==> src/rtl/pc_sequencer.sv <==
`default_nettype none
`timescale 1ns/1ps
// +--------------------------------------------------------------------------+
// | pc_sequencer: JMP/CALL/RET control for program_counter, with return stack |
// | Revision: 1.0                                                            |
// +--------------------------------------------------------------------------+
module pc_sequencer #(
  parameter int COUNT_LIMIT = 255,
  parameter int COUNT_WIDTH = 8,
  parameter int INSTR_WIDTH = 16,
  parameter int STACK_DEPTH = 4
) (
  input  logic                               clk,
  input  logic                               rst,
  input  logic [COUNT_WIDTH-1:0]             pc_addr,
  input  logic [INSTR_WIDTH-1:0]             instr,
  input  logic                               instr_valid,
  output logic                               pc_set,
  output logic [COUNT_WIDTH-1:0]             pc_set_value,
  output logic                               exec_valid,
  output logic [INSTR_WIDTH-1:0]             exec_instr,
  output logic [$clog2(STACK_DEPTH+1)-1:0]   stack_depth,
  output logic                               stack_overflow,
  output logic                               stack_underflow
);

  localparam int c_DEPTH_W = $clog2(STACK_DEPTH + 1);
  localparam int c_IDX_W   = (STACK_DEPTH > 1) ? $clog2(STACK_DEPTH) : 1;
  localparam int c_SLOTS   = 1 << c_IDX_W;

  localparam logic [COUNT_WIDTH-1:0] c_LIMIT = COUNT_WIDTH'(COUNT_LIMIT);
  localparam logic [c_DEPTH_W-1:0]   c_FULL  = c_DEPTH_W'(STACK_DEPTH);
  localparam logic [c_DEPTH_W-1:0]   c_ONE   = c_DEPTH_W'(1);

  localparam logic [1:0] c_OP   = 2'b00;
  localparam logic [1:0] c_JMP  = 2'b01;
  localparam logic [1:0] c_CALL = 2'b10;

  typedef enum logic [1:0] {
    S_RUN   = 2'd0,
    S_SET   = 2'd1,
    S_FLUSH = 2'd2
  } state_t;

  state_t                  r_state;
  state_t                  w_state_nxt;

  logic [COUNT_WIDTH-1:0]  r_instr_addr;
  logic                    r_pc_set;
  logic [COUNT_WIDTH-1:0]  r_pc_set_value;
  logic                    r_exec_valid;
  logic [INSTR_WIDTH-1:0]  r_exec_instr;
  logic [c_DEPTH_W-1:0]    r_depth;
  logic                    r_ovf;
  logic                    r_unf;
  logic [COUNT_WIDTH-1:0]  r_stack [c_SLOTS];

  logic [1:0]              w_op;
  logic [COUNT_WIDTH-1:0]  w_target;
  logic [COUNT_WIDTH-1:0]  w_ret_addr;
  logic [COUNT_WIDTH-1:0]  w_pop_val;
  logic                    w_full;
  logic                    w_empty;
  logic                    w_push;
  logic                    w_pop;
  logic                    w_set_nxt;
  logic [COUNT_WIDTH-1:0]  w_set_val_nxt;
  logic                    w_exec_valid_nxt;
  logic [INSTR_WIDTH-1:0]  w_exec_instr_nxt;
  logic                    w_ovf_nxt;
  logic                    w_unf_nxt;

  assign w_op       = instr[INSTR_WIDTH-1:INSTR_WIDTH-2];
  assign w_target   = instr[COUNT_WIDTH-1:0];
  // Return address follows the counter's own wrap point, not a power of two.
  assign w_ret_addr = (r_instr_addr == c_LIMIT) ? '0 : r_instr_addr + COUNT_WIDTH'(1);
  assign w_full     = (r_depth == c_FULL);
  assign w_empty    = (r_depth == '0);
  assign w_pop_val  = r_stack[c_IDX_W'(r_depth - c_ONE)];

  always_ff @(posedge clk) begin
    if (rst) begin
      r_state <= S_RUN;
    end else begin
      r_state <= w_state_nxt;
    end
  end

  always_comb begin
    w_state_nxt      = r_state;
    w_set_nxt        = 1'b0;
    w_set_val_nxt    = r_pc_set_value;
    w_exec_valid_nxt = 1'b0;
    w_exec_instr_nxt = r_exec_instr;
    w_push           = 1'b0;
    w_pop            = 1'b0;
    w_ovf_nxt        = r_ovf;
    w_unf_nxt        = r_unf;
    case (r_state)
      S_RUN: begin
        if (instr_valid) begin
          case (w_op)
            c_OP: begin
              w_exec_valid_nxt = 1'b1;
              w_exec_instr_nxt = instr;
            end
            c_JMP: begin
              w_set_nxt     = 1'b1;
              w_set_val_nxt = w_target;
              w_state_nxt   = S_SET;
            end
            c_CALL: begin
              if (!w_full) begin
                w_push        = 1'b1;
                w_set_nxt     = 1'b1;
                w_set_val_nxt = w_target;
                w_state_nxt   = S_SET;
              end else begin
                w_ovf_nxt = 1'b1;
              end
            end
            default: begin
              if (!w_empty) begin
                w_pop         = 1'b1;
                w_set_nxt     = 1'b1;
                w_set_val_nxt = w_pop_val;
                w_state_nxt   = S_SET;
              end else begin
                w_unf_nxt = 1'b1;
              end
            end
          endcase
        end
      end
      // SET and FLUSH each discard one wrong-path fetch, valid or not.
      S_SET:   w_state_nxt = S_FLUSH;
      S_FLUSH: w_state_nxt = S_RUN;
      default: w_state_nxt = S_RUN;
    endcase
  end

  always_ff @(posedge clk) begin
    if (rst) begin
      r_instr_addr   <= '0;
      r_pc_set       <= 1'b0;
      r_pc_set_value <= '0;
      r_exec_valid   <= 1'b0;
      r_exec_instr   <= '0;
      r_depth        <= '0;
      r_ovf          <= 1'b0;
      r_unf          <= 1'b0;
    end else begin
      r_instr_addr   <= pc_addr;
      r_pc_set       <= w_set_nxt;
      r_pc_set_value <= w_set_val_nxt;
      r_exec_valid   <= w_exec_valid_nxt;
      r_exec_instr   <= w_exec_instr_nxt;
      r_ovf          <= w_ovf_nxt;
      r_unf          <= w_unf_nxt;
      if (w_push) begin
        r_depth <= r_depth + c_ONE;
      end else if (w_pop) begin
        r_depth <= r_depth - c_ONE;
      end
    end
  end

  // Stack storage is deliberately not reset; only the depth pointer is.
  always_ff @(posedge clk) begin
    if (!rst && w_push) begin
      r_stack[c_IDX_W'(r_depth)] <= w_ret_addr;
    end
  end

  assign pc_set          = r_pc_set;
  assign pc_set_value    = r_pc_set_value;
  assign exec_valid      = r_exec_valid;
  assign exec_instr      = r_exec_instr;
  assign stack_depth     = r_depth;
  assign stack_overflow  = r_ovf;
  assign stack_underflow = r_unf;

endmodule
`default_nettype wire

==> config.mk <==
export PLATFORM = sky130hd
export DESIGN_NAME = pc_sequencer
export DESIGN_NICKNAME = d
export VERILOG_FILES = /design/src/rtl/pc_sequencer.sv
export SDC_FILE = /design/constraint.sdc
export NUM_CORES = 1
export LEC_CHECK = 0
export ABC_AREA = 1
export CAP_MARGIN = 30
export CORE_AREA = 8 8 122 124
export CTS_BUF_LIST = sky130_fd_sc_hd__clkbuf_4 sky130_fd_sc_hd__clkbuf_8 sky130_fd_sc_hd__clkbuf_16
export CTS_CLUSTER_DIAMETER = 150
export CTS_CLUSTER_SIZE = 28
export DETAILED_ROUTE_END_ITERATION = 6
export DIE_AREA = 0 0 130 132
export PLACE_DENSITY = 0.46
export SYNTH_ARGS = -nofsm -noshare
export SYNTH_HDL_FRONTEND = slang
export SYNTH_SLANG_ARGS = --single-unit
==> constraint.sdc <==
create_clock -name clk -period 2.6 [get_ports clk]
set_clock_uncertainty 0.1 [all_clocks]
set_input_delay 0.65 -clock clk [delete_from_list [all_inputs] [get_ports clk]]
set_output_delay 0.65 -clock clk [all_outputs]
set_load 0.01 [all_outputs]
==> After elaboration in Yosys (flattened, before gate mapping) <==
Memory sizes are Yosys's and may differ from the RTL's.
Index checks and enable logic that the tools add are counted.
{ "word_totals": {"reg_bits": 41, "ramBits": 32, "input_bits": 27, "out_inout_bits": 31, "wordCells": 64, "mem_count": 1} }
{ "op_classes": {"addsub": 3, "eq_ne": 11, "mux": 23, "bitwise_logic": 4, "reduce_logical": 13} }
{ "mem_list": {"columns": ["memory", "words", "word_bits", "read_ports", "rd_clocked_by_memory_dff", "write_ports", "line_no", "source"], "rows": [
  ["r_stack", 4, 8, 1, 0, 1, "56", "logic [COUNT_WIDTH-1:0] r_stack [c_SLOTS];"]
]} }
{ "ops": {"columns": ["cell", "n"], "rows": [
  ["8-bit two-way mux", 3],
  ["8-bit case mux with 3 select lines", 1],
  ["4-bit AND reduction", 3],
  ["1-bit two-way mux", 11],
  ["8-bit by 1-bit adder with 8-bit output (second input constant)", 1],
  ["8-bit equality test (second input constant)", 1],
  ["2-bit two-way mux", 3],
  ["3-bit two-way mux", 2],
  ["2-bit != test (second input constant)", 3],
  ["2-bit case mux with 3 select lines", 1],
  ["3-bit OR reduction", 2],
  ["5-bit AND reduction", 1],
  ["2-bit by 1-bit equality test with 1-bit output (second input constant)", 2],
  ["2-bit zero test", 2],
  ["4-bit by 2-bit != test with 1-bit output (second input constant)", 1],
  ["1-bit NOT", 4],
  ["2-bit case mux with 2 select lines", 1],
  ["3-bit by 1-bit adder with 3-bit output (second input constant)", 1],
  ["3-bit equality test (second input constant)", 1],
  ["3-bit zero test", 1],
  ["3-bit by 1-bit != test with 1-bit output (second input constant)", 1],
  ["3-bit != test (second input constant)", 1],
  ["1-bit case mux with 3 select lines", 1],
  ["3-bit AND reduction", 1],
  ["other kinds (5)", 5]
]} }

==> Longest topological paths before layout <==
Gate-level depths: netlist (run 1).
{ "logic_depth": {"word_depth": 8, "depth_mapped": 12, "ltp_nobuf": 10} }

==> Least setup slack after synthesis (run 1) <==
No wires, ideal clock.
{ "synth_timing": {"path_type": "reg-to-reg", "start": "register r_depth[0] (netlist: stack_depth[0])", "end": "memory r_stack[1][0] (enable)", "setup_time_ns": 0.371, "arrival_time_ns": 1.650, "t_required_ns": 2.129, "path_slack_ns": 0.479, "path_stages_with_launch": 8, "path_buffers": 2, "period_less_slack_ns": 2.121, "path_cell_list": "dfxtp_1 -> buf_6 -> inv_2 -> buf_6 -> ha_1 -> nand2_2 -> nand3_1 -> nor2_1"} }
{ "synth_between": {"elab_chain_cells": 8} }
{ "synth_rtl": {"columns": ["element", "line_no", "source"], "rows": [
  ["from (decl)", "53", "logic [c_DEPTH_W-1:0] r_depth;"],
  ["from (signal assigned)", "161", "r_depth <= r_depth + c_ONE;"],
  ["from (signal assigned)", "163", "r_depth <= r_depth - c_ONE;"],
  ["3-bit equality test", "77", "assign w_full = (r_depth == c_FULL);"],
  ["1-bit two-way mux", "113", "if (!w_full) begin"],
  ["1-bit two-way mux", "102", "case (w_op)"],
  ["1-bit two-way mux", "101", "if (instr_valid) begin"],
  ["1-bit two-way mux", "99", "case (r_state)"],
  ["1-bit logical AND", "170", "if (!rst && w_push) begin"],
  ["1-bit two-way mux", "170", null],
  ["1-bit two-way mux (implied by the code)", "171", "r_stack[c_IDX_W'(r_depth)] <= w_ret_addr;"],
  ["to (decl)", "56", null]
]} }
Parallel ways exist; a longest one is shown, timed or not.

==> Final worst setup path (run 1) <==
{ "layout_timing": {"start": "register r_depth[0] (netlist: stack_depth[0])", "end": "output stack_depth[0]"} }
{ "layout_lines": {"columns": ["element", "line_no", "source"], "rows": [
  ["to (decl)", "22", "output logic [$clog2(STACK_DEPTH+1)-1:0] stack_depth,"]
]} }
No word-level cell between the ends.

==> results.txt, run 1 <==
The synthesized netlist net count is 400. For flop-to-flop paths, the worst setup slack is 0.50 ns. The smallest hold slack is 0.308 ns. The detail-routed net length per standard cell is 13.5 um. In this run the number of cells on the critical path is 1.

The worst-case reg-to-reg path depth came out at 6. The critical path arrival is 1.61 ns. The clock transition at the registers of the reported paths is 0.06 ns. Leaving out fill and tap cells, the most frequent cell in the layout is nand2_1. The first global-routing pass estimated 13600 um of wire. The residual antenna-violating net count after detailed routing is 0. The cell-internal power is 2.21 mW. The number of inserted diodes came out at 0. The final cycle utilization of the critical path is 90.8%. The final weighted congestion of routability-driven global placement came out at 0.818. TritonCTS built the clock tree. The tree is rooted in a clkbuf_16. The total of flip-flops plus latches after synthesis came out at 73. The post-DP HPWL is 6130 um.

In this design, the stage delay of the slowest critical-path cell is 0.66 ns. The number of ports placed on the die boundary came out at 58. The area of the die is 17200 um2. After technology mapping, the gate count stands at 364. The total detailed-routing wirelength came out at 8270 um. The switching share of power is 25.0%. The largest individual stage delay along the critical path comes from the cell clkdlybuf4s50_1.

The worst register-to-register path begins at stack_depth[0]. The final layout contains 466 nets. The total power density per cell area is 693 nW/um2. The top cell family by delay on the critical path is buffers and inverters.

The maximum clock path buffer count is 2. The die is 130 um wide. The average footprint of a synthesized cell came out at 8.66 um2. The part of the total power dissipated in combinational logic came out at 12.8%. The register area is 1780 um2. The footprint of the multi-input gates came out at 1140 um2. The clock sink total came out at 73. The post-CTS setup repair buffer count came out at 0. The via count normalized by instance count came out at 4.13. Setup repair after global routing left no endpoint under its margin.

The worst max-slew margin expressed relative to the limit is 61.6%. Counting instances, the worst hold path has a depth of 1. The region available for standard cell placement spans 13000 um2.

The count of hold-fix buffers inserted at cts came out at 0. The final number of max-transition violations was 0. The number of instances resized during post-cts repair came out at 0. Compared with the post-synthesis result, the final layout area differs by 35.0%. The total global routing overflow came out at 0. The via count of the first global-routing pass came out at 2641. For this design the static power due to leakage is 1.73 nW.

The site row count came out at 42. The accumulated negative setup slack came out at 0 ns. The run finished with clean final reports. The die height came out at 132 um. The count of distinct cell types in the synthesized netlist came out at 27.

For this configuration, the core starts out at a cell density of 24.3%. In the layout the commonest cells are nand2_1, clkdlybuf4s50_1, nand3_1, nor2_1, dfxtp_1. Subtracting the final worst setup slack from the clock period gives 2.36 ns. The analysis attributes to net switching a power of 0.737 mW. The number of iterations in the first detailed-routing pass came out at 4.

Clock latency on the worst-skew pair, taken at its later pin, is 0.34 ns. Data on the critical path is required at its endpoint by 1.85 ns. The fraction of synthesized cell area taken by the top area cell type came out at 30.5%. The clock network fraction of design power is 44.3%. STA classifies the critical path startpoint as a register. The largest vdd supply drop is 282 uV. The share of cells above drive strength 1 is 8.74%. The largest area contributor in the netlist is edfxtp_1. The number of hold violations in the final report came out at 0. The startpoint of the lowest-slack hold path is r_state[1]. Setup violations remaining at the end of the flow were counted as 0. The sequential-to-total area share from yosys stat is 56.5%. The initial antenna violation count came to 0. STA classifies the critical path endpoint as a primary output. The worst min-delay path endpoint is r_state[1].

After detailed routing, the number of remaining DRC violations is 0. The Yosys warning count is 0. The critical path goes through clkdlybuf4s50_1.

The category of the most critical setup path is register to primary output. The worst path buffer plus inverter count is 1. The count of buffers inserted at the top-level ports came out at 57. The layout has 1362 filler cells.

In this run the critical register-to-register path is captured at r_stack[1][3]. The achievable frequency is 423 MHz. The transition time at the pin with the least slew margin is 0.570 ns. The area of the mapped netlist is 3150 um2. The tool flagged a number of max-cap violations equal to 0.

The portion of total power attributed to sequential cells is 42.9%. The number of buffers created by CTS came out at 9. After synthesis, the cell types taking the most area are edfxtp_1, dfxtp_1, nand2_1. The class of the tightest hold or removal check is register to register. The maximum number of pins on one net before global-route repair came out at 28. The total number of vias came out at 2523.

The total number of H-tree levels is 3. The total track usage is 10.2%. In this run, the number of DRC markers left after iteration 0 of detailed routing was 143. Of all nets on the critical path, the largest fanout is 13.
## power by group through the flow
stage,logic [mW],clock network (mW),registers (mW)
floorplan,0.207,0,1.30
global placement,0.382,0,1.29
detailed placement,0.381,0,1.29
CTS,0.383,1.34,1.27
global route,0.425,1.39,1.27
finish,0.378,1.31,1.27
## Yosys cell counts, drive strengths merged
| library cell | count |
|---|---|
| nor4 | 1 |
| or2 | 1 |
| nand2 | 104 |
| o211ai | 1 |
| clkinv | 1 |
| edfxtp | 32 |
| nor2 | 47 |
| nand4 | 2 |
| ha | 9 |
| nand3 | 49 |
| clkbuf | 2 |
| a21oi | 17 |
| a22o | 1 |
| xor2 | 3 |
| buf | 12 |
| o21ai | 5 |
| inv | 35 |
| dfxtp | 41 |
| xnor2 | 1 |
## worst max path at each step
stage | from | endpoint | slack [ns]
after CTS | stack_depth[0] | stack_depth[0] | 0.20
final | stack_depth[0] | stack_depth[0] | 0.24
after global routing | stack_depth[0] | stack_depth[0] | 0.15
after global placement | instr[15] | r_stack[1][1] | 0.22
after detailed placement | instr[15] | r_stack[1][4] | 0.16
after floorplan | stack_depth[0] | r_stack[1][0] | 0.48
## stage by stage
stage / instance area (um2) / total power, mW / cells / setup WS [ns] / util, %
floorplan: 3150 / 1.50 / 364 / 0.479 / -
global placement: 3940 / 1.67 / 595 / 0.218 / 30.3
detailed placement: 3940 / 1.67 / 595 / 0.164 / 30.3
CTS: 4260 / 2.99 / 611 / 0.200 / 32.8
global route: 4260 / 3.09 / 611 / 0.146 / 32.8
finish: 4260 / 2.95 / 611 / 0.238 / 32.8
## cell families after synthesis
family	synth area share [%]
DFF	56.5
and+or+nand+nor	27.4
AOI/OAI and AO/OA	4.01
buffers and inverters	7.38
adders and majority gates	3.57
xor gates and xnor gates	1.11
## cell type report
class                      instances  share of cell area, %
inverter                          36                   3.17
clock inverter                     6                   1.67
timing repair buffer              69                   15.5
tap                              176                   5.17
multi-input combinational        241                   26.7
sequential                        73                   41.8
clock buffer                      10                   5.88
## worst reg2reg max path: stages (launching register included)
cell,delay [ns]
dfxtp_1,0.62
inv_2,0.07
ha_1,0.30
nand2_2,0.17
nand3_1,0.18
nor2_1,0.15
buf_4,0.21
## sequential cells by signal, indices dropped and copies added, names as in the netlist
register and cells:
stack_overflow 1, r_instr_addr 8, exec_instr 16, pc_set 1
r_stack 32, pc_set_value 8, exec_valid 1, stack_depth 3
stack_underflow 1, r_state 2
## per-layer routing
metal  GRT usage, %  wire [um]  vias up
li1               -          -     1299
met1           12.2       3830     1164
met2           17.0       3950       48
met3           3.11        354       12
met4           3.49        129        0
met5              0          0        -
Note: power is estimated with default switching activity, not from simulation.
==> run 2, diff against run 1 <==
--- a/config.mk
+++ b/config.mk
@@ -7,12 +7,12 @@
 export LEC_CHECK = 0
 export ABC_AREA = 1
 export CAP_MARGIN = 30
-export CORE_AREA = 8 8 122 124
+export CORE_AREA = 2 2 116 118
 export CTS_BUF_LIST = sky130_fd_sc_hd__clkbuf_4 sky130_fd_sc_hd__clkbuf_8 sky130_fd_sc_hd__clkbuf_16
 export CTS_CLUSTER_DIAMETER = 150
 export CTS_CLUSTER_SIZE = 28
 export DETAILED_ROUTE_END_ITERATION = 6
-export DIE_AREA = 0 0 130 132
+export DIE_AREA = 0 0 118 120
 export PLACE_DENSITY = 0.46
 export SYNTH_ARGS = -nofsm -noshare
 export SYNTH_HDL_FRONTEND = slang
==> run 2 against run 1 <==
Against the previous run: count of clock-buffer cells in the layout rose by 1; register-to-register slack improved by 0.06 ns; global-route usage rose by 1.4 points; setup slack improved by 0.040 ns; final cell count fell by 0.16%; combinational power fell by 1%; sequential power barely moved; sequential share of layout area rose by 0.32 points; largest power group is now registers; highest routed layer unchanged.
==> results.txt, run 2 (synthesized netlist as in run 1, its figures left out) <==
The net count of the finished layout came out at 465 (was 466). The wire length of the first global-routing pass came out at 12700 um (was 13600 um). The clock transition at the registers of the reported paths came out at 0.05 ns (was 0.06 ns). The count of hold-fix buffers inserted at cts is 0 (unchanged). The count of endpoints failing setup in the final report is 0 (unchanged). The largest register by flop count was r_stack (unchanged). The total power density per cell area came out at 677 nW/um2 (was 693 nW/um2). The type of origin of the critical path is a register (unchanged). Run status: finished, final reports clean (unchanged). The die height is 120 um (was 132 um). The DRC violation count after routing is 0 (unchanged).

The required time at the endpoint of the critical path is 1.85 ns (about the same). The total number of vias was 2502 (was 2523). The instance count along the most critical hold path came out at 1 (unchanged). The share of cells above drive strength 1 was 8.76% (was 8.74%). The initial antenna violation count is 0 (unchanged). The worst path buffer plus inverter count is 1 (unchanged).

The number of instances resized during post-cts repair came to 0 (unchanged). The number of hold violations in the final report came out at 0 (unchanged). The worst-case register-to-register setup slack came out at 0.56 ns (was 0.50 ns).

The detail-routed net length per standard cell came out at 12.7 um (was 13.5 um). The count of max-cap constraint violations is 0 (unchanged). The category of the most critical setup path is register to primary output (unchanged). The maximum number of pins on one net before global-route repair came to 28 (unchanged). The maximum clock path buffer count is 2 (unchanged).

The residual antenna-violating net count after detailed routing came out at 0 (unchanged). The die extent in x came out at 118 um (was 130 um). The number of ports placed on the die boundary is 58 (unchanged). The maximum fanout count along the critical path came out at 11 (was 13). The end of the worst register-to-register path was stack_depth[1] (was r_stack[1][3]).

The reg-to-reg startpoint is stack_depth[0] (unchanged). The layout-stage area growth over the synthesis result came out at 34.0% (was 35.0%). The total detailed-routing wirelength was 7770 um (was 8270 um).

The number of iterations in the first detailed-routing pass is 4 (unchanged). The post-layout minimum cycle time is 2.32 ns (was 2.36 ns). The top cell family by delay on the critical path is buffers and inverters (unchanged).

The post-CTS setup repair buffer count is 0 (unchanged). The library cell contributing the largest single delay on the critical path is clkdlybuf4s50_1 (unchanged). The count of buffers inserted at the top-level ports came to 57 (unchanged). The largest vdd supply drop is 321 uV (was 282 uV). The worst max-slew margin expressed relative to the limit came out at 63.0% (was 61.6%). Leading cell types in the layout, fill and taps excluded: nand2_1, clkdlybuf4s50_1, nand3_1, nor2_1, dfxtp_1 (unchanged).

The site row count was 42 (unchanged). The accumulated negative setup slack is 0 ns (unchanged). The initial core utilization came out at 24.3% (unchanged).

The most common library cell in the layout ignoring fill and taps is nand2_1 (unchanged). The total track usage came out at 11.6% (was 10.2%). The final number of max-transition violations came to 0 (unchanged).

The leakage power is 1.71 nW (was 1.73 nW). The total number of H-tree levels is 3 (unchanged). The total core area came out at 13000 um2 (unchanged). The final weighted congestion of routability-driven global placement came out at 0.906 (was 0.818). Critical path cell sequence: clkdlybuf4s50_1 (unchanged). The TritonCTS clock tree is done (unchanged). The critical path arrival came out at 1.57 ns (was 1.61 ns).

The worst-case reg-to-reg path depth is 8 (was 6). The startpoint of the lowest-slack hold path is r_state[1] (unchanged). The via count normalized by instance count was 4.10 (was 4.13). The number of buffers created by CTS is 9 (unchanged). The total global routing overflow came to 0 (unchanged). The fill cell total of the finished layout is 1368 (was 1362). The largest stage delay on the critical path is 0.64 ns (was 0.66 ns). The number of inserted diodes came out at 0 (unchanged). The final cycle utilization of the critical path came out at 89.3% (was 90.8%).

The nature of the critical path endpoint was a primary output (unchanged). The setup slack at placement came out at 0.183 ns (was 0.164 ns). The via count of the first global-routing pass is 2480 (was 2641). The achievable frequency is 431 MHz (was 423 MHz). The iteration-0 DRC count of the detailed router was 129 (was 143). The clock insertion delay at the later pin of the skew report is 0.34 ns (about the same). The clock sink total is 73 (unchanged). The class of the tightest hold or removal check is register to register (unchanged). The clock root buffer is clkbuf_16 (unchanged). The final critical-path setup slack is 0.278 ns (was 0.238 ns).

The worst min-delay path endpoint is r_state[1] (unchanged). The transition time at the pin with the least slew margin is 0.549 ns (was 0.570 ns). RSZ-0062 raised after global routing: false (unchanged). The post-DP HPWL is 5730 um (was 6130 um). The smallest hold slack is 0.312 ns (was 0.308 ns). The area of the die came to 14200 um2 (was 17200 um2). The number of flip-flops under the largest register name came out at 32 (unchanged).
## run 2: worst max-delay path by stage
| stage | depth (start not counted) | end | start | slack, ns |
|---|---|---|---|---|
| 2_1_floorplan | 7 | r_stack[1][0] | stack_depth[0] | 0.48 |
| 3_3_place_gp | 7 | stack_depth[1] | instr[15] | 0.18 |
| 3_5_place_dp | 5 | r_stack[0][4] | instr[15] | 0.18 |
| 4_1_cts | 1 | stack_depth[0] | stack_depth[0] | 0.25 |
| 5_1_grt | 1 | stack_depth[0] | stack_depth[0] | 0.18 |
| 6_report | 1 | stack_depth[0] | stack_depth[0] | 0.28 |
## run 2: per-layer routing
layer	up-vias	global-route usage, %	part of all wire [%]
met5	-	0	0
met4	0	3.99	1.4
met3	7	3.80	4.1
met2	44	18.4	48
met1	1150	15.0	47
li1	1301	-	-
## run 2: area by class of cell
class | count | area [um2] | share of cell area (%)
flip-flops and latches | 73 | 1780 | 42.2
multi-input cells | 241 | 1140 | 26.9
repair buffers | 68 | 653 | 15.5
clock buffers | 11 | 240 | 5.69
well taps | 176 | 220 | 5.21
inverters | 36 | 135 | 3.20
clock inverters | 5 | 56.3 | 1.33
## run 2: where the power goes
| part | internal [mW] | total (mW) | switching, mW |
|---|---|---|---|
| Combinational | 0.161 | 0.374 | 0.213 |
| Sequential | 1.24 | 1.26 | 0.0265 |
| Clock | 0.763 | 1.22 | 0.459 |
## run 2: stage by stage
stage | cells | utilization, % | power, mW | instance area, um2
global placement | 594 | 30.3 | 1.67 | 3930
floorplan | 364 | - | 1.50 | 3150
global route | 610 | 32.6 | 3.00 | 4230
detailed placement | 594 | 30.3 | 1.67 | 3930
CTS | 610 | 32.6 | 2.90 | 4230
finish | 610 | 32.6 | 2.86 | 4230
